File: config.mk
export PLATFORM = sky130hd
export DESIGN_NAME = sdi_raster_sequencer
export DESIGN_NICKNAME = d
export VERILOG_FILES = /design/src/rtl/sdi_pkg.sv /design/src/rtl/sdi_raster_counter.sv /design/src/rtl/sdi_raster_sequencer.sv
export SDC_FILE = /design/constraint.sdc
export NUM_CORES = 1
export LEC_CHECK = 0
export ABC_AREA = 1
export CORE_MARGIN = 2
export CORE_UTILIZATION = 35
export CTS_BUF_LIST = sky130_fd_sc_hd__clkbuf_4
export DETAILED_ROUTE_END_ITERATION = 6
export GPL_TIMING_DRIVEN = 0
export PLACE_DENSITY = 0.57
export SLEW_MARGIN = 20
export SYNTH_ARGS = -nofsm -noshare
export SYNTH_HDL_FRONTEND = slang
export SYNTH_SLANG_ARGS = --single-unit
File: constraint.sdc
create_clock -name iCLK -period 2.4 [get_ports iCLK]
set_input_delay 0.48 -clock iCLK [delete_from_list [all_inputs] [get_ports iCLK]]
set_output_delay 0.48 -clock iCLK [all_outputs]
set_load 0.01 [all_outputs]
File: src/rtl/sdi_pkg.sv
// Shared constants, state encoding and the TRS protection-word helper for the
// SDI raster sequencer.
package sdi_pkg;

    // Default raster geometry (1080p, interleaved C/Y words)
    localparam int DEF_WORDS_PER_LINE  = 4400;
    localparam int DEF_ACTIVE_WORDS    = 3840;
    localparam int DEF_LINES_PER_FRAME = 1125;
    localparam int DEF_ACTIVE_LINES    = 1080;

    // Widths derived from the default geometry; the line number port is sized by LINE_W
    localparam int WORD_W = $clog2(DEF_WORDS_PER_LINE);
    localparam int LINE_W = $clog2(DEF_LINES_PER_FRAME);

    // Timing reference sequence preamble words
    localparam logic [9:0] TRS_ONE  = 10'h3FF;
    localparam logic [9:0] TRS_ZERO = 10'h000;

    // Blanking levels for chroma (even word) and luma (odd word)
    localparam logic [9:0] BLANK_C = 10'h200;
    localparam logic [9:0] BLANK_Y = 10'h040;

    typedef enum logic [1:0] {
        ST_IDLE,
        ST_RUN,
        ST_STOPPING
    } seqState_t;

    // XYZ word with Hamming-style protection bits; two LSBs are always zero
    function automatic logic [9:0] sdi_xyz(input logic f, input logic v, input logic h);
        return {1'b1, f, v, h, v ^ h, f ^ h, f ^ v, f ^ v ^ h, 2'b00};
    endfunction

endpackage

File: src/rtl/sdi_raster_counter.sv
// Horizontal/vertical raster position with region decode. Held at zero while
// cleared, steps one word per cycle while advancing.
module sdi_raster_counter
    import sdi_pkg::*;
#(
    parameter int WORDS_PER_LINE  = DEF_WORDS_PER_LINE,
    parameter int ACTIVE_WORDS    = DEF_ACTIVE_WORDS,
    parameter int LINES_PER_FRAME = DEF_LINES_PER_FRAME,
    parameter int ACTIVE_LINES    = DEF_ACTIVE_LINES,
    localparam int HW = $clog2(WORDS_PER_LINE)
) (
    input  logic              clk,
    input  logic              rstN,
    input  logic              clear,
    input  logic              advance,
    output logic [HW-1:0]     h,
    output logic [LINE_W-1:0] v,
    output logic              endOfLine,
    output logic              endOfFrame,
    output logic              activeLine,
    output logic              activeWord
);

    localparam logic [HW-1:0]     H_LAST       = HW'(WORDS_PER_LINE - 1);
    localparam logic [HW-1:0]     H_ACT_FIRST  = HW'(WORDS_PER_LINE - ACTIVE_WORDS);
    localparam logic [LINE_W-1:0] V_LAST       = LINE_W'(LINES_PER_FRAME - 1);
    localparam logic [LINE_W-1:0] V_ACT_END    = LINE_W'(ACTIVE_LINES);

    // endOfFrame marks the final line; combined with endOfLine it is the last word
    assign endOfLine  = (h == H_LAST);
    assign endOfFrame = (v == V_LAST);
    assign activeLine = (v < V_ACT_END);
    assign activeWord = (h >= H_ACT_FIRST);

    // Word counter wraps per line, line counter wraps per frame
    always_ff @(posedge clk or negedge rstN) begin
        if (!rstN) begin
            h <= '0;
            v <= '0;
        end else if (clear) begin
            h <= '0;
            v <= '0;
        end else if (advance) begin
            if (endOfLine) begin
                h <= '0;
                v <= endOfFrame ? '0 : v + 1'b1;
            end else begin
                h <= h + 1'b1;
            end
        end
    end

endmodule

File: src/rtl/sdi_raster_sequencer.sv
// SDI word-stream generator: raster timing, EAV/SAV insertion, active-picture
// pull with black substitution on underrun, frame-aligned start/stop.
module sdi_raster_sequencer
    import sdi_pkg::*;
#(
    parameter int WORDS_PER_LINE  = DEF_WORDS_PER_LINE,
    parameter int ACTIVE_WORDS    = DEF_ACTIVE_WORDS,
    parameter int LINES_PER_FRAME = DEF_LINES_PER_FRAME,
    parameter int ACTIVE_LINES    = DEF_ACTIVE_LINES
) (
    input  logic        iCLK,
    input  logic        iRESETn,
    input  logic        iENABLE,
    input  logic        iLOCKED,
    input  logic        iCLR_STATUS,
    input  logic [9:0]  iPIX_DATA,
    input  logic        iPIX_VALID,
    output logic        oPIX_READY,
    output logic [9:0]  oDATA,
    output logic        oSOF,
    output logic [10:0] oLINE,
    output logic        oRUNNING,
    output logic        oLOCKED,
    output logic        oUNDERRUN,
    output logic [15:0] oUNDERRUN_CNT,
    output logic        oLOCK_LOSS
);

    localparam int            HW      = $clog2(WORDS_PER_LINE);
    localparam logic [HW-1:0] SAV_H   = HW'(WORDS_PER_LINE - ACTIVE_WORDS - 8);
    localparam logic [HW-1:0] TRS_LEN = HW'(8);

    seqState_t         state, nextState;
    logic [HW-1:0]     h, savOff;
    logic [LINE_W-1:0] v;
    logic              endOfLine, endOfFrame, activeLine, activeWord;
    logic              running, underrun, inEav, inSav;
    logic [2:0]        trsIdx;
    logic [9:0]        word;
    logic              lockMeta, lockSync;

    assign running    = (state != ST_IDLE);
    assign oRUNNING   = running;
    // The raster never stalls: a ready word is consumed whether or not it is valid
    assign oPIX_READY = running && activeLine && activeWord;
    assign underrun   = oPIX_READY && !iPIX_VALID;
    assign oLOCKED    = lockSync;

    sdi_raster_counter #(
        .WORDS_PER_LINE (WORDS_PER_LINE),
        .ACTIVE_WORDS   (ACTIVE_WORDS),
        .LINES_PER_FRAME(LINES_PER_FRAME),
        .ACTIVE_LINES   (ACTIVE_LINES)
    ) uCounter (
        .clk       (iCLK),
        .rstN      (iRESETn),
        .clear     (!running),
        .advance   (running),
        .h         (h),
        .v         (v),
        .endOfLine (endOfLine),
        .endOfFrame(endOfFrame),
        .activeLine(activeLine),
        .activeWord(activeWord)
    );

    // State register
    always_ff @(posedge iCLK or negedge iRESETn) begin
        if (!iRESETn) state <= ST_IDLE;
        else          state <= nextState;
    end

    // Next state: stop only after the last word of the frame has been emitted
    always_comb begin
        nextState = state;
        case (state)
            ST_IDLE:     if (iENABLE) nextState = ST_RUN;
            ST_RUN:      if (!iENABLE) nextState = ST_STOPPING;
            ST_STOPPING: begin
                if (iENABLE)                       nextState = ST_RUN;
                else if (endOfLine && endOfFrame)  nextState = ST_IDLE;
            end
            default:     nextState = ST_IDLE;
        endcase
    end

    // Word map: TRS preambles, XYZ, active picture, else blanking by parity
    always_comb begin
        savOff = h - SAV_H;
        inEav  = (h < TRS_LEN);
        inSav  = (h >= SAV_H) && (savOff < TRS_LEN);
        trsIdx = inEav ? h[2:0] : savOff[2:0];
        word   = h[0] ? BLANK_Y : BLANK_C;
        if (inEav || inSav) begin
            case (trsIdx)
                3'd0, 3'd1: word = TRS_ONE;
                3'd6, 3'd7: word = sdi_xyz(1'b0, !activeLine, inEav);
                default:    word = TRS_ZERO;
            endcase
        end else if (oPIX_READY && iPIX_VALID) begin
            word = iPIX_DATA;
        end
    end

    // Registered serializer outputs, one cycle behind the raster position
    always_ff @(posedge iCLK or negedge iRESETn) begin
        if (!iRESETn) begin
            oDATA <= BLANK_C;
            oSOF  <= 1'b0;
            oLINE <= '0;
        end else if (running) begin
            oDATA <= word;
            oSOF  <= (h == '0) && (v == '0);
            oLINE <= v;
        end else begin
            oDATA <= BLANK_C;
            oSOF  <= 1'b0;
            oLINE <= '0;
        end
    end

    // Two-flop synchronizer for the serializer lock indication
    always_ff @(posedge iCLK or negedge iRESETn) begin
        if (!iRESETn) begin
            lockMeta <= 1'b0;
            lockSync <= 1'b0;
        end else begin
            lockMeta <= iLOCKED;
            lockSync <= lockMeta;
        end
    end

    // Sticky status; a set event in the same cycle as a clear takes priority
    always_ff @(posedge iCLK or negedge iRESETn) begin
        if (!iRESETn) begin
            oUNDERRUN     <= 1'b0;
            oUNDERRUN_CNT <= '0;
            oLOCK_LOSS    <= 1'b0;
        end else begin
            if (underrun)         oUNDERRUN <= 1'b1;
            else if (iCLR_STATUS) oUNDERRUN <= 1'b0;

            if (underrun) begin
                if (iCLR_STATUS)                   oUNDERRUN_CNT <= 16'd1;
                else if (oUNDERRUN_CNT != 16'hFFFF) oUNDERRUN_CNT <= oUNDERRUN_CNT + 16'd1;
            end else if (iCLR_STATUS) begin
                oUNDERRUN_CNT <= '0;
            end

            // lockSync falls on this edge exactly when lockMeta is already low
            if (lockSync && !lockMeta && running) oLOCK_LOSS <= 1'b1;
            else if (iCLR_STATUS)                 oLOCK_LOSS <= 1'b0;
        end
    end

endmodule
==> impl_metrics.tcl, run 1 <==
set metrics [dict create \
    outcome "finished clean" \
    compound_cell_area_share_of_the_yosys_netlist_pct 9.69 \
    fp-row-count 37 \
    post_drt_wl_per_cell_um 13.3 \
    drt.antenna.violating_nets 0 \
    max-vdd-ir-drop_mv 0.307 \
    cts.sinks 68 \
    route.detailed.drc 0 \
    global_route.peak_usage_layer "met2" \
    first_pass_iters 4 \
    synth_seq_area_share_pct 46.8 \
    dominant_combinational_cell_family_by_area_after_synthesis "simple AND/OR/NAND/NOR gates" \
    fin_tns_setup_ns 0 \
    worst_path_maximum_fanout 4 \
    netlist_area_sq_mm 0.00364 \
    timing.final.crit_period_ns 2.23 \
    postSynthRegisterBits 68 \
    drv_slew 0 \
    postRouteWirelength_um 8980 \
    p_leak_nw 2.05 \
    grt_util_all_layers_pct 16.9 \
    final_layout_size_suffix_gt1_share_pct 12.7 \
    power_mw 2.53 \
    worst_path_cell_with_the_longest_stage_delay "dfrtp_1" \
    synth_top_flop_cell "dfrtp_1" \
    maximum_number_of_pins_on_one_net_before_global_route_repair 53 \
    grt_pass1_vias 3248 \
    met3_routing_resource_usage_after_global_routing_pct 4.23 \
    timing.critical_path.buf_inv 2 \
    mappedNetlistNets 476 \
    layout.nets 556 \
    relSlewSlack_pct 72.3 \
    flow.area_growth_from_synthesis_pct 26.9 \
    grt_antenna_before_repair 0 \
    synth_async_sr_flop_share_pct 100 \
    route.vias.total 3299 \
    grt_pass1_wl_um 15300 \
    cp.arrival_ns 1.75 \
    synth_top_area_share_pct 46.0 \
    global_route.overflow_total 0 \
    cp_data_required_time_ns 1.92 \
    clock_tree.htree_level_count 3 \
    leading_area_contributor_after_synthesis "dfrtp_1" \
    grt_setup_unrepaired "no" \
    place_area_sq_mm 0.00441 \
    timing.critical_path.slowest_cell_delay_ns 0.44 \
    filler_cell_count 1015 \
    power.density_mw_per_mm2 548 \
    end_kind "output port" \
    stdcell_area_sq_mm 0.00462 \
    timing.max_cap.violations 0 \
    report.final.hold_viol_count 0 \
    die_x_um 106 \
    floorplan.die_area_sq_mm 0.0112 \
    chipHeight_um 106 \
    post_synth_main_area_contributors "dfrtp_1 (46%), nand2_1 (9.0%), nor2_1 (7.2%), inv_1 (5.3%), nand3_1 (4.3%)" \
    achievable_freq_mhz 448 \
    synth_fa_ha_area_share_pct 2.40 \
    synth_xor_xnor_area_share_pct 3.37 \
    synth_cell_type_count 38 \
    synth_enable_flop_cells 0 \
    timing.critical_path.cells "nor2_2 -> nand2_1 -> a21oi_2 -> nand2_2 -> nand2_1 -> inv_1 -> dlygate4sd2_1" \
    clk_path_buf_depth 2 \
    io-pin-count 59 \
    post_layout_nonfiller_instances 673 \
    drtIter0Drc 129 \
    layout_common_cells "nand2_1 (87), nor2_1 (69), dfrtp_1 (64)" \
    post-place-cells 647 \
    worst_clock_skew_on_the_final_layout_ns 0.0135 \
    rd_place_congestion 0.901 \
    setup_viol 0 \
    min-delay-path-class "reg2reg" \
    grt_use_met2_pct 28.4 \
    clk_latency_ns 0.41 \
    post_synth_mux_area_share_pct 0 \
    critPathLaunchType "flip-flop" \
    vias_per_cell 4.90 \
    place.port_buffers 57 \
    critical_path.top_delay_family "simple AND/OR/NAND/NOR gates" \
    hpwlAfterDp_um 6690 \
    post_synth_inst_count 453 \
    tritoncts "yes" \
    yosys_warnings 0 \
    pin_slew_with_the_least_headroom_to_its_limit_ns 0.410 \
    final_worst_path_period_share_pct 93.0 \
    floorplan.initialDensity_pct 35.6 \
    cpMostUsedCell "nand2_1" \
    setup.worst_path.class "reg2out" \
    synth.avg_cell_area_sq_um 8.04 \
    synthSimpleGateAreaFrac_pct 30.8 \
    root_buffer "clkbuf_4" \
    inserted_diodes 0 \
    cts.clk_slew.worst_paths_ns 0.12 \
    most_common_library_cell_in_the_layout_ignoring_fill_and_taps "nand2_1" \
    cts_inserted_buffers 9 \
    floorplan.core_area_sq_mm 0.0102 \
    met1_track_utilization_from_global_routing_pct 21.6 \
]
==> sequential cells by signal, indices dropped and copies added (netlist names) <==
| register | count |
|---|---|
| lockMeta | 1 |
| oDATA | 10 |
| oLINE | 11 |
| oLOCKED | 1 |
| oLOCK_LOSS | 1 |
| oSOF | 1 |
| oUNDERRUN | 1 |
| oUNDERRUN_CNT | 16 |
| state | 2 |
| uCounter.h | 13 |
| uCounter.v | 11 |
==> path summary, 6_finish.rpt <==
check / start / endpoint / slack, ns / depth (start not counted)
setup / recovery: uCounter.h[7] / oPIX_READY / 0.17 / 7
hold / removal: lockMeta / oLOCKED / 0.38 / 0
setup reg to reg: uCounter.h[0] / uCounter.v[8] / 0.44 / 9
hold reg to reg: lockMeta / oLOCKED / 0.38 / 0
max in group asynchronous: iRESETn / uCounter.v[8] / 1.37 / 3
min in group asynchronous: iRESETn / uCounter.h[6] / 0.48 / 2
==> Yosys cell counts (3+ instances only) <==
master	n
nand3_1	31
inv_1	51
clkbuf_1	3
xor2_1	11
buf_2	3
nand4_1	20
xnor2_1	3
o21ai_1	6
o21ai_2	5
nand2_2	4
nor3_1	11
nand2_1	87
ha_1	7
a21oi_1	18
o22ai_1	4
nor2_1	70
dfrtp_1	67
nor2_2	5
o21ai_0	17
nor4_1	5
==> layer usage <==
metal	wire (um)	part of all wire, %
met3	426	4.7
met4	115	1.3
met1	4030	45
met2	4410	49
met5	0	0
==> report_power, final <==
group,internal (mW),switching (mW)
logic,0.288,0.330
clock network,0.213,0.403
registers,1.25,0.0483
==> metrics by stage <==
stage / hold slack (ns) / util (%) / setup WS, ns
final: 0.384 / 45.2 / 0.169
after global routing: 0.395 / 45.2 / 0.0284
after CTS: 0.390 / 45.2 / 0.138
after detailed placement: 0.363 / 43.1 / -0.152
after global placement: 0.358 / 42.8 / -1.58
after floorplan: 0.184 / - / 0.744
==> kinds of logic after synthesis <==
kind of cell / after synthesis
AND/OR/NAND/NOR: 243
AO/OA/AOI/OAI: 59
buffers and inverters: 62
flip-flops: 68
XOR/XNOR: 14
adder cells (fa/ha/maj): 7
==> worst register-to-register path: stages (launching register included) <==
cell	delay, ns
dfrtp_1	0.41
ha_1	0.18
nand2_1	0.10
nor2_4	0.14
inv_1	0.11
nor3_4	0.39
nor2_2	0.06
inv_1	0.13
buf_4	0.22
o21ai_0	0.09
==> timing repair <==
| item | CTS | global route |
|---|---|---|
| setup endpoints to repair | 2 | 0 |
| gates resized for setup | 11 | 0 |
| setup buffers | 11 | 0 |
| hold buffers | 1 | 0 |
| hold endpoints to repair | 15 | 0 |
==> area by class of cell <==
cell class,count,area (sq um),share of cell area [%]
buffer,8,52.6,1.14
multi-input combinational,323,1700,36.8
clock buffer,10,75.1,1.62
inverter,53,203,4.38
tap,136,170,3.68
timing repair buffer,70,686,14.8
sequential,68,1710,36.9
clock inverter,5,30.0,0.650
(Power assumes the default switching activity.)
==> inputs of run 2 (changes only) <==
Settings changed: SETUP_SLACK_MARGIN from default to 0.3.
==> impl_metrics.tcl, run 2 (synthesis results as in run 1) <==
set metrics [dict create \
    outcome "finished clean" \
    stdcell_area_sq_mm 0.00487 \
    p_leak_nw 2.18 \
    flow.area_growth_from_synthesis_pct 33.6 \
    hpwlAfterDp_um 6690 \
    most_common_library_cell_in_the_layout_ignoring_fill_and_taps "nand2_1" \
    multiInputGateArea_sq_mm 0.00172 \
    end_kind "output port" \
    grt_pass1_wl_um 15700 \
    cp.arrival_ns 1.57 \
    grt_pass1_vias 3365 \
    setup_viol 0 \
    largest_reg_flops 16 \
    drv_slew 0 \
    route.detailed.drc 0 \
    post_drt_wl_per_cell_um 13.7 \
    postRouteWirelength_um 9530 \
    tritoncts "yes" \
    register_name_with_the_most_flops "oUNDERRUN_CNT" \
    cts.sinks 68 \
    layout.nets 580 \
    final_layout_size_suffix_gt1_share_pct 18.7 \
    global_route.overflow_total 0 \
    vias_per_cell 4.96 \
    io-pin-count 59 \
    cp_data_required_time_ns 1.92 \
    relSlewSlack_pct 72.5 \
    timing.rr.start "uCounter.h[7]" \
    place.port_buffers 57 \
    timing.max_cap.violations 0 \
    reg2reg_slack_ns 0.36 \
    floorplan.die_area_sq_mm 0.0112 \
    worst_hold_path.endpoint "oLOCKED" \
    reg.largest.list "oUNDERRUN_CNT (16), uCounter.h (13)" \
    worst_clock_skew_on_the_final_layout_ns 0.0136 \
    met3_routing_resource_usage_after_global_routing_pct 4.23 \
    worst_path_cell_with_the_longest_stage_delay "dfrtp_1" \
    cpMostUsedCell "nand2_2" \
    floorplan.core_area_sq_mm 0.0102 \
    report.final.hold_viol_count 0 \
    drt.antenna.violating_nets 0 \
    r2r.worst_path.cells 13 \
    rd_place_congestion 0.901 \
    setup.worst_path.class "reg2out" \
    timing.critical_path.slowest_cell_delay_ns 0.43 \
    route.vias.total 3457 \
    layout_common_cells "nand2_1 (85), nor2_1 (68), dfrtp_1 (60)" \
    filler_cell_count 1006 \
    timing.final.crit_period_ns 2.05 \
    first_pass_iters 6 \
    grt_util_all_layers_pct 17.4 \
    clk_path_buf_depth 2 \
    max-vdd-ir-drop_mv 0.292 \
    min-delay-path-class "reg2reg" \
    fp-row-count 37 \
    critPathLaunchType "flip-flop" \
    place_area_sq_mm 0.00441 \
    inserted_diodes 0 \
    met1_track_utilization_from_global_routing_pct 21.9 \
    final_worst_path_period_share_pct 85.3 \
    achievable_freq_mhz 489 \
    pin_slew_with_the_least_headroom_to_its_limit_ns 0.408 \
    die_x_um 106 \
    grt_antenna_before_repair 0 \
    root_buffer "clkbuf_4" \
    grt_setup_unrepaired "yes" \
    min_from "lockMeta" \
    cts.clk_slew.worst_paths_ns 0.12 \
    worst_r2r_endpoint "uCounter.v[3]" \
    power.density_mw_per_mm2 527 \
    worst_hold_slack_ns 0.384 \
    area.sequential_sq_mm 0.00171 \
    clock_tree.htree_level_count 3 \
    clk_latency_ns 0.41 \
    grt_use_met2_pct 29.5 \
    worst_path_maximum_fanout 4 \
    cts_inserted_buffers 9 \
    maximum_number_of_pins_on_one_net_before_global_route_repair 53 \
    timing.critical_path.cells "nor2_2 -> nand2_2 -> a21oi_2 -> nand2_2 -> nand2_2 -> inv_2 -> buf_6" \
    chipHeight_um 106 \
    drtIter0Drc 125 \
    floorplan.initialDensity_pct 35.6 \
    global_route.peak_usage_layer "met2" \
    worst_hold_path.num_cells 0 \
]
run 2: changes by cell type in the layout (fill, tap and decap cells not counted), sizes merged:
cell,previous run,this run
clkbuf,12,15
buf,19,41
clkinvlp,3,2
dlygate4sd2,2,1
inv,52,53
run 2: cell type report:
cell class                      count  area share [%]
Clock buffer                       10            1.54
Inverter                           53            4.14
Clock inverter                      5           0.617
Timing Repair Buffer               93            17.9
Multi-Input combinational cell    323            35.3
Sequential cell                    68            35.2
Buffer                              9            1.85
Tap cell                          136            3.50
run 2: worst max-delay path by stage:
stage                      from                end  slack [ns]
2_1_floorplan  oUNDERRUN_CNT[0]  oUNDERRUN_CNT[11]        0.74
3_3_place_gp            iRESETn           oLINE[0]       -1.58
3_5_place_dp           state[0]           oRUNNING       -0.15
4_1_cts           uCounter.h[6]      uCounter.v[8]        0.23
5_1_grt           uCounter.h[6]         oPIX_READY        0.22
6_report          uCounter.h[7]         oPIX_READY        0.35
run 2: timing repair:
item	in CTS	in global routing
endpoints found under the setup margin	2	23
hold buffers	1	0
cloned	0	2
setup buffers	25	7
hold endpoints to repair	15	0
gates resized for setup	23	17
pin swaps	6	5
run 2: where the power goes:
part	leakage, nW	internal [mW]	switching [mW]
sequential	0.909	1.25	0.0477
clock	0.0580	0.213	0.403
combinational	1.21	0.307	0.341
total	2.18	1.77	0.791
run 2: metal layers:
layer | routed length [um] | vias to the layer above | part of all wire, %
met1 | 4190 | 1634 | 44
met5 | 0 | - | 0
met2 | 4700 | 108 | 49
met3 | 480 | 15 | 5.0
met4 | 161 | 0 | 1.7
li1 | - | 1700 | -
run 2: stage by stage:
stage | power [mW] | setup WS [ns] | setup TNS (ns) | std cells | util [%]
floorplan | 1.64 | 0.744 | 0 | 453 | -
global placement | 1.93 | -1.58 | -106.35 | 646 | 42.8
detailed placement | 1.95 | -0.152 | -0.152 | 647 | 43.1
CTS | 2.60 | 0.226 | 0 | 688 | 46.5
global route | 2.74 | 0.218 | 0 | 697 | 47.6
finish | 2.56 | 0.353 | 0 | 697 | 47.6
run 2: worst max-delay path, delay by kind of cell (launching register included):
kind                   cells  cell delay (ns)
buffers and inverters      2             0.15
flip-flops                 1             0.43
AO/OA/AOI/OAI              1             0.17
AND/OR/NAND/NOR            4             0.42
